$ cat config.mk
export PLATFORM = sky130hd
export DESIGN_NAME = lcd_init_seq
export DESIGN_NICKNAME = d
export VERILOG_FILES = /design/src/rtl/lcd_init_seq.sv
export SDC_FILE = /design/constraint.sdc
export NUM_CORES = 1
export LEC_CHECK = 0
export ABC_AREA = 1
export BUFFER_PORTS_ARGS = -buffer_cell sky130_fd_sc_hd__buf_4
export CAP_MARGIN = 20
export CORE_ASPECT_RATIO = 0.5
export CORE_MARGIN = 2
export CORE_UTILIZATION = 60
export CTS_BUF_LIST = sky130_fd_sc_hd__clkbuf_8
export DETAILED_ROUTE_END_ITERATION = 6
export PLACE_DENSITY = 0.91
export SLEW_MARGIN = 10
export SYNTH_ARGS = -nofsm -noshare
export SYNTH_HDL_FRONTEND = slang
export SYNTH_SLANG_ARGS = --single-unit
$ cat constraint.sdc
create_clock -name clk -period 4 [get_ports clk]
set_input_delay 0.8 -clock clk [delete_from_list [all_inputs] [get_ports clk]]
set_output_delay 0.8 -clock clk [all_outputs]
set_load 0.005 [all_outputs]
$ cat src/rtl/lcd_init_seq.sv
// lcd_init_seq: reads the LCD init ROM word by word and shifts each {DCX,DATA} out on the 4-wire SPI bus.
// Define LCD_HWRESET_EN to add an lcd_rstn pulse and settle wait before the first word.
module lcd_init_seq #(
  parameter int CLK_DIV     = 2,
  parameter int LAST_ADDR   = 103,
  parameter int SLPOUT_WAIT = 6000000,
  parameter int RST_LOW     = 500000,
  parameter int RST_WAIT    = 6000000
) (
  input  logic       clk,
  input  logic       rst,
  input  logic       start,
  output logic [6:0] rom_addr,
  input  logic [8:0] rom_data,
  output logic       lcd_csx,
  output logic       lcd_dcx,
  output logic       lcd_scl,
  output logic       lcd_sda,
  output logic       lcd_rstn,
  output logic       busy,
  output logic       done
);

  localparam int              DIV_W       = (CLK_DIV < 2) ? 1 : $clog2(CLK_DIV);
  localparam logic [DIV_W-1:0] DIV_LD     = DIV_W'(CLK_DIV - 1);
  localparam logic [6:0]      LAST        = 7'(LAST_ADDR);
  localparam logic [31:0]     SLP_LD      = 32'(SLPOUT_WAIT);
  localparam logic [8:0]      SLPOUT_WORD = {1'b0, 8'h11};
`ifdef LCD_HWRESET_EN
  localparam logic [31:0]     RST_LOW_LD  = 32'(RST_LOW - 1);
  localparam logic [31:0]     RST_WAIT_LD = 32'(RST_WAIT - 1);
`endif

  if (CLK_DIV < 1 || LAST_ADDR < 0 || LAST_ADDR > 127 || RST_LOW < 1 || RST_WAIT < 1 ||
      SLPOUT_WAIT < 0) begin : g_param_check
    $error("lcd_init_seq: parameter out of range");
  end

  typedef enum logic [3:0] {
`ifdef LCD_HWRESET_EN
    HW_LOW,
    HW_WAIT,
`endif
    IDLE,
    FETCH,
    LOAD,
    SHIFT,
    GAP,
    DELAY,
    FIN
  } state_t;

  state_t           state, state_nxt;
  logic [6:0]       rom_addr_nxt;
  logic             csx_nxt, dcx_nxt, scl_nxt, sda_nxt, rstn_nxt, busy_nxt, done_nxt;
  logic [6:0]       shreg, shreg_nxt;
  logic             slpout, slpout_nxt;
  logic [2:0]       bit_cnt, bit_cnt_nxt;
  logic [DIV_W-1:0] div_cnt, div_cnt_nxt;
  logic [31:0]      dly_cnt, dly_cnt_nxt;
  logic             advance;

  always_ff @(posedge clk or posedge rst) begin
    if (rst) begin
      state    <= IDLE;
      rom_addr <= '0;
      lcd_csx  <= 1'b1;
      lcd_dcx  <= 1'b0;
      lcd_scl  <= 1'b0;
      lcd_sda  <= 1'b0;
      lcd_rstn <= 1'b1;
      busy     <= 1'b0;
      done     <= 1'b0;
      shreg    <= '0;
      slpout   <= 1'b0;
      bit_cnt  <= '0;
      div_cnt  <= '0;
      dly_cnt  <= '0;
    end else begin
      state    <= state_nxt;
      rom_addr <= rom_addr_nxt;
      lcd_csx  <= csx_nxt;
      lcd_dcx  <= dcx_nxt;
      lcd_scl  <= scl_nxt;
      lcd_sda  <= sda_nxt;
      lcd_rstn <= rstn_nxt;
      busy     <= busy_nxt;
      done     <= done_nxt;
      shreg    <= shreg_nxt;
      slpout   <= slpout_nxt;
      bit_cnt  <= bit_cnt_nxt;
      div_cnt  <= div_cnt_nxt;
      dly_cnt  <= dly_cnt_nxt;
    end
  end

  // SHIFT uses lcd_scl itself as the half-period phase; SDA moves on the SCL falling edge.
  always_comb begin
    state_nxt    = state;
    rom_addr_nxt = rom_addr;
    csx_nxt      = lcd_csx;
    dcx_nxt      = lcd_dcx;
    scl_nxt      = lcd_scl;
    sda_nxt      = lcd_sda;
    rstn_nxt     = lcd_rstn;
    busy_nxt     = busy;
    done_nxt     = done;
    shreg_nxt    = shreg;
    slpout_nxt   = slpout;
    bit_cnt_nxt  = bit_cnt;
    div_cnt_nxt  = div_cnt;
    dly_cnt_nxt  = dly_cnt;
    advance      = 1'b0;

    case (state)
      IDLE: begin
        if (start) begin
          busy_nxt     = 1'b1;
          done_nxt     = 1'b0;
          rom_addr_nxt = '0;
`ifdef LCD_HWRESET_EN
          rstn_nxt     = 1'b0;
          dly_cnt_nxt  = RST_LOW_LD;
          state_nxt    = HW_LOW;
`else
          state_nxt    = FETCH;
`endif
        end
      end
`ifdef LCD_HWRESET_EN
      HW_LOW: begin
        if (dly_cnt == '0) begin
          rstn_nxt    = 1'b1;
          dly_cnt_nxt = RST_WAIT_LD;
          state_nxt   = HW_WAIT;
        end else begin
          dly_cnt_nxt = dly_cnt - 32'd1;
        end
      end
      HW_WAIT: begin
        if (dly_cnt == '0) state_nxt = FETCH;
        else               dly_cnt_nxt = dly_cnt - 32'd1;
      end
`endif
      FETCH: state_nxt = LOAD;
      LOAD: begin
        shreg_nxt   = rom_data[6:0];
        sda_nxt     = rom_data[7];
        dcx_nxt     = rom_data[8];
        slpout_nxt  = (rom_data == SLPOUT_WORD);
        csx_nxt     = 1'b0;
        bit_cnt_nxt = 3'd7;
        div_cnt_nxt = DIV_LD;
        state_nxt   = SHIFT;
      end
      SHIFT: begin
        if (div_cnt != '0) begin
          div_cnt_nxt = div_cnt - 1'b1;
        end else begin
          div_cnt_nxt = DIV_LD;
          if (!lcd_scl) begin
            scl_nxt = 1'b1;
          end else begin
            scl_nxt = 1'b0;
            if (bit_cnt == 3'd0) begin
              csx_nxt   = 1'b1;
              state_nxt = GAP;
            end else begin
              bit_cnt_nxt = bit_cnt - 3'd1;
              sda_nxt     = shreg[6];
              shreg_nxt   = {shreg[5:0], 1'b0};
            end
          end
        end
      end
      GAP: begin
        if (div_cnt != '0) begin
          div_cnt_nxt = div_cnt - 1'b1;
        end else if (slpout) begin
          dly_cnt_nxt = SLP_LD;
          state_nxt   = DELAY;
        end else begin
          advance = 1'b1;
        end
      end
      DELAY: begin
        if (dly_cnt == '0) advance = 1'b1;
        else               dly_cnt_nxt = dly_cnt - 32'd1;
      end
      FIN: begin
        busy_nxt  = 1'b0;
        done_nxt  = 1'b1;
        state_nxt = IDLE;
      end
      default: state_nxt = IDLE;
    endcase

    // rom_addr stops at LAST so the ROM is never read past the table.
    if (advance) begin
      if (rom_addr == LAST) begin
        state_nxt = FIN;
      end else begin
        rom_addr_nxt = rom_addr + 7'd1;
        state_nxt    = FETCH;
      end
    end
  end

endmodule

==> summary.md <==
| Metric | Value |
|---|---|
| Run status | completed |
| Hold_buf cts | 0 |
| Worst-Margin Slew | 0.841 ns |
| Global Route Usage Sum | 26.5% |
| Layout Skew | 0.00852 ns |
| Hold_ws | 0.487 ns |
| FF-to-FF path depth | 8 |
| Placed instance count | 586 |
| Clk network pwr share | 18.0% |
| Final ANT Viol Nets | 0 |
| Hold path start | done$_DFFE_PP0P_ |
| CTS tree | yes |
| Synth area leader | dfrtp_1 |
| Asr flop ratio synth | 100% |
| Post-synth EDFFs | 0 |
| CTS resizes | 0 |
| LEAKAGE | 2.12 nW |
| Reg clk slew, reported paths | 0.07 ns |
| First-pass GRT wire length | 13.7 mm |
| Sequential share of the synthesized area | 41.3% |
| R2R Setup Slk | 1.62 ns |
| Kind of critical path | register to register |
| Max-slew violation count | 0 |
| Initial Util | 64.3% |
| PwrDens | 767 nW/µm² |
| Hold Crit Class | register to register |
| Post-synth top area share | 40.6% |
| Synthesis-to-finish area growth | 10.5% |
| Wire length per cell | 13.5 µm |
| Critical Path Sink | dly_cnt[28]$_DFFE_PP0P_ |
| DRC viols | 0 |
| IO Port Bufs | 24 |
| Number of global-route vias before repair | 3027 |
| Synth Cell Area | 3640 µm² |
| Logic gate share of total power | 52.0% |
| Mapped Cells | 502 |
| Layout cells sized above 1 | 12.3% |
| Most common cell after layout, fill and taps aside | nand2_1 |
| Final setup fails | 0 |
| H-tree depth | 3 |
| Final setup TNS | 0 ns |
| Ports | 26 |
| Diodes inserted | 0 |
| Root Buffer | clkbuf_8 |
| Initial antenna violation count | 0 |
| CTS buffer count | 9 |
| Syn_nets | 519 |
| P_sw | 1.43 mW |
| Post-DP HPWL | 5.74 mm |
| Routed WL | 8.15 mm |
| Startpoint types | register |
| Die area | 6740 µm² |
| Max cap viols | 0 |
| Setup crit start | state[1]$_DFFE_PP0P_ |
| Crit Path Max Fanout | 32 |
| Clock Sinks | 60 |
| RSZ-0062 raised after global routing | false |
| FF-to-FF End | dly_cnt[28]$_DFFE_PP0P_ |
| Nets | 541 |
| Fin. Hold Viols | 0 |
| #FFs+latches synth | 60 |
| Largest net degree at the start of global routing | 41 |
| GR Overflow Total | 0 |
| Worst slew margin | 43.8% |
| FMAX | 0.420 GHz |
| 1st-iter DRT viols | 179 |
| CORE AREA | 5660 µm² |
| Mean Syn Cell Area | 7.25 µm² |
| Final critical-path share of the clock period | 59.6% |
| CTS Buffer Depth | 2 |
| Vias per inst | 5.52 |
| Worst VDD drop | 0.000540 V |
| Die Ht | 59.1 µm |
| Switching Share | 46.3% |
| Worst R2R Start | state[1]$_DFFE_PP0P_ |
| Seq pwr share | 30.0% |
| Vias | 3324 |
| CP arrival | 2.66 ns |
| Crit path required time | 4.28 ns |
| Synthesis Warnings | 0 |
| Post-CTS Setup Inserts | 0 |
| Top FF cell, synth | dfrtp_1 |
| Gpl congestion | 0.958 |
| Die X-Extent | 114 µm |
| DR pass1 iterations | 4 |
| Final Non-Filler Cells | 602 |
| CP endpoint kind | register |
| Fillers | 445 |
| Largest cells by area after synthesis | dfrtp_1 (41%), nand2_1 (14%), nor2_1 (8.4%) |
| Clk_lat worst skew | 0.36 ns |
| P_int | 1.66 mW |
| Rows | 19 |
| Commonest non-fill, non-tap cells in the layout | nand2_1 (138), nor2_1 (81), dfrtp_1 (59) |
| Final min period | 2.38 ns |
| Yosys cell types | 40 |
[worst min-delay path by stage]
stage,end,depth (start not counted)
floorplan,slpout$_DFFE_PP0P_,2
global placement,done$_DFFE_PP0P_,1
detailed placement,done$_DFFE_PP0P_,1
CTS,done$_DFFE_PP0P_,1
global route,done$_DFFE_PP0P_,1
finish,done$_DFFE_PP0P_,1
[power by group through the flow]
stage	sequential, mW	clock, mW	combinational (mW)
detailed placement	0.926	0	1.56
CTS	0.921	0.561	1.59
finish	0.925	0.555	1.60
global placement	0.917	0	1.52
global route	0.942	0.591	1.79
floorplan	0.892	0	1.23
[layout make-up]
cell class	instances	area (µm²)	share of cell area [%]
flip-flops and latches	60	1500	37.4
inverters	45	169	4.20
clock inverters	6	63.8	1.59
well taps	73	91.3	2.27
repair buffers	25	188	4.67
multi-input cells	383	1870	46.5
clock buffers	10	138	3.42
[registers in the layout, summed over array words and instances, names as in the netlist]
name and flops:
dly_cnt 32, rom_addr 7, shreg 7, bit_cnt 3
state 3, busy 1, div_cnt 1, done 1
lcd_csx 1, lcd_dcx 1, lcd_scl 1, lcd_sda 1
slpout 1
[logic make-up (layout without fill, tap and decap cells)]
kind of cell	count (synthesis)	count (layout)	share of synthesized area, %
buffers and inverters	59	86	7.36
AOI/OAI and AO/OA	72	72	11.2
adders and majority gates	5	5	1.72
DFF	60	60	41.3
xor gates and xnor gates	21	21	5.05
and+or+nand+nor	283	283	33.0
other	1	1	0.103
muxes	1	1	0.309
[layer usage]
metal	track usage, %	vias up	wire length [µm]	share of wire, %
met5	0	-	0	0
met4	10.3	0	182	2.2
met3	7.36	21	433	5.3
met2	43.3	89	3760	46
met1	34.3	1552	3780	46
li1	-	1662	-	-
[synthesized netlist by cell type (2+ instances only)]
cell / number
xor2_1: 18
clkbuf_1: 3
buf_2: 4
ha_1: 5
nand3_1: 36
nand3b_1: 3
inv_1: 39
a21oi_1: 8
nor2_2: 3
inv_2: 5
xnor2_1: 3
o211ai_1: 4
nor2_4: 3
o21bai_1: 3
o21ai_1: 20
buf_4: 3
nand4_1: 4
o21ai_0: 25
buf_6: 4
or2_2: 3
o22ai_1: 2
nand2_2: 2
a31oi_1: 5
nor2_1: 81
dfrtp_1: 59
nor3_1: 6
nand2_1: 138
[stage by stage]
step	worst slack, ns	utilization [%]	total power [mW]	cell area, µm²
floorplan	1.72	-	2.13	3640
global placement	1.71	67.5	2.44	3820
detailed placement	1.64	67.5	2.49	3820
CTS	1.61	71.1	3.07	4020
global route	1.35	71.1	3.32	4020
finish	1.62	71.1	3.08	4020
[worst max-delay path: stages (launching register included)]
cell and delay (ns):
dfrtp_1 0.46, inv_2 0.07, nand3_2 0.23, clkinv_1 0.42, o21ai_2 0.24, nand2_4 0.22, inv_2 0.44, nand2_1 0.11
o21ai_1 0.10
Power figures use the tool's default switching activity.
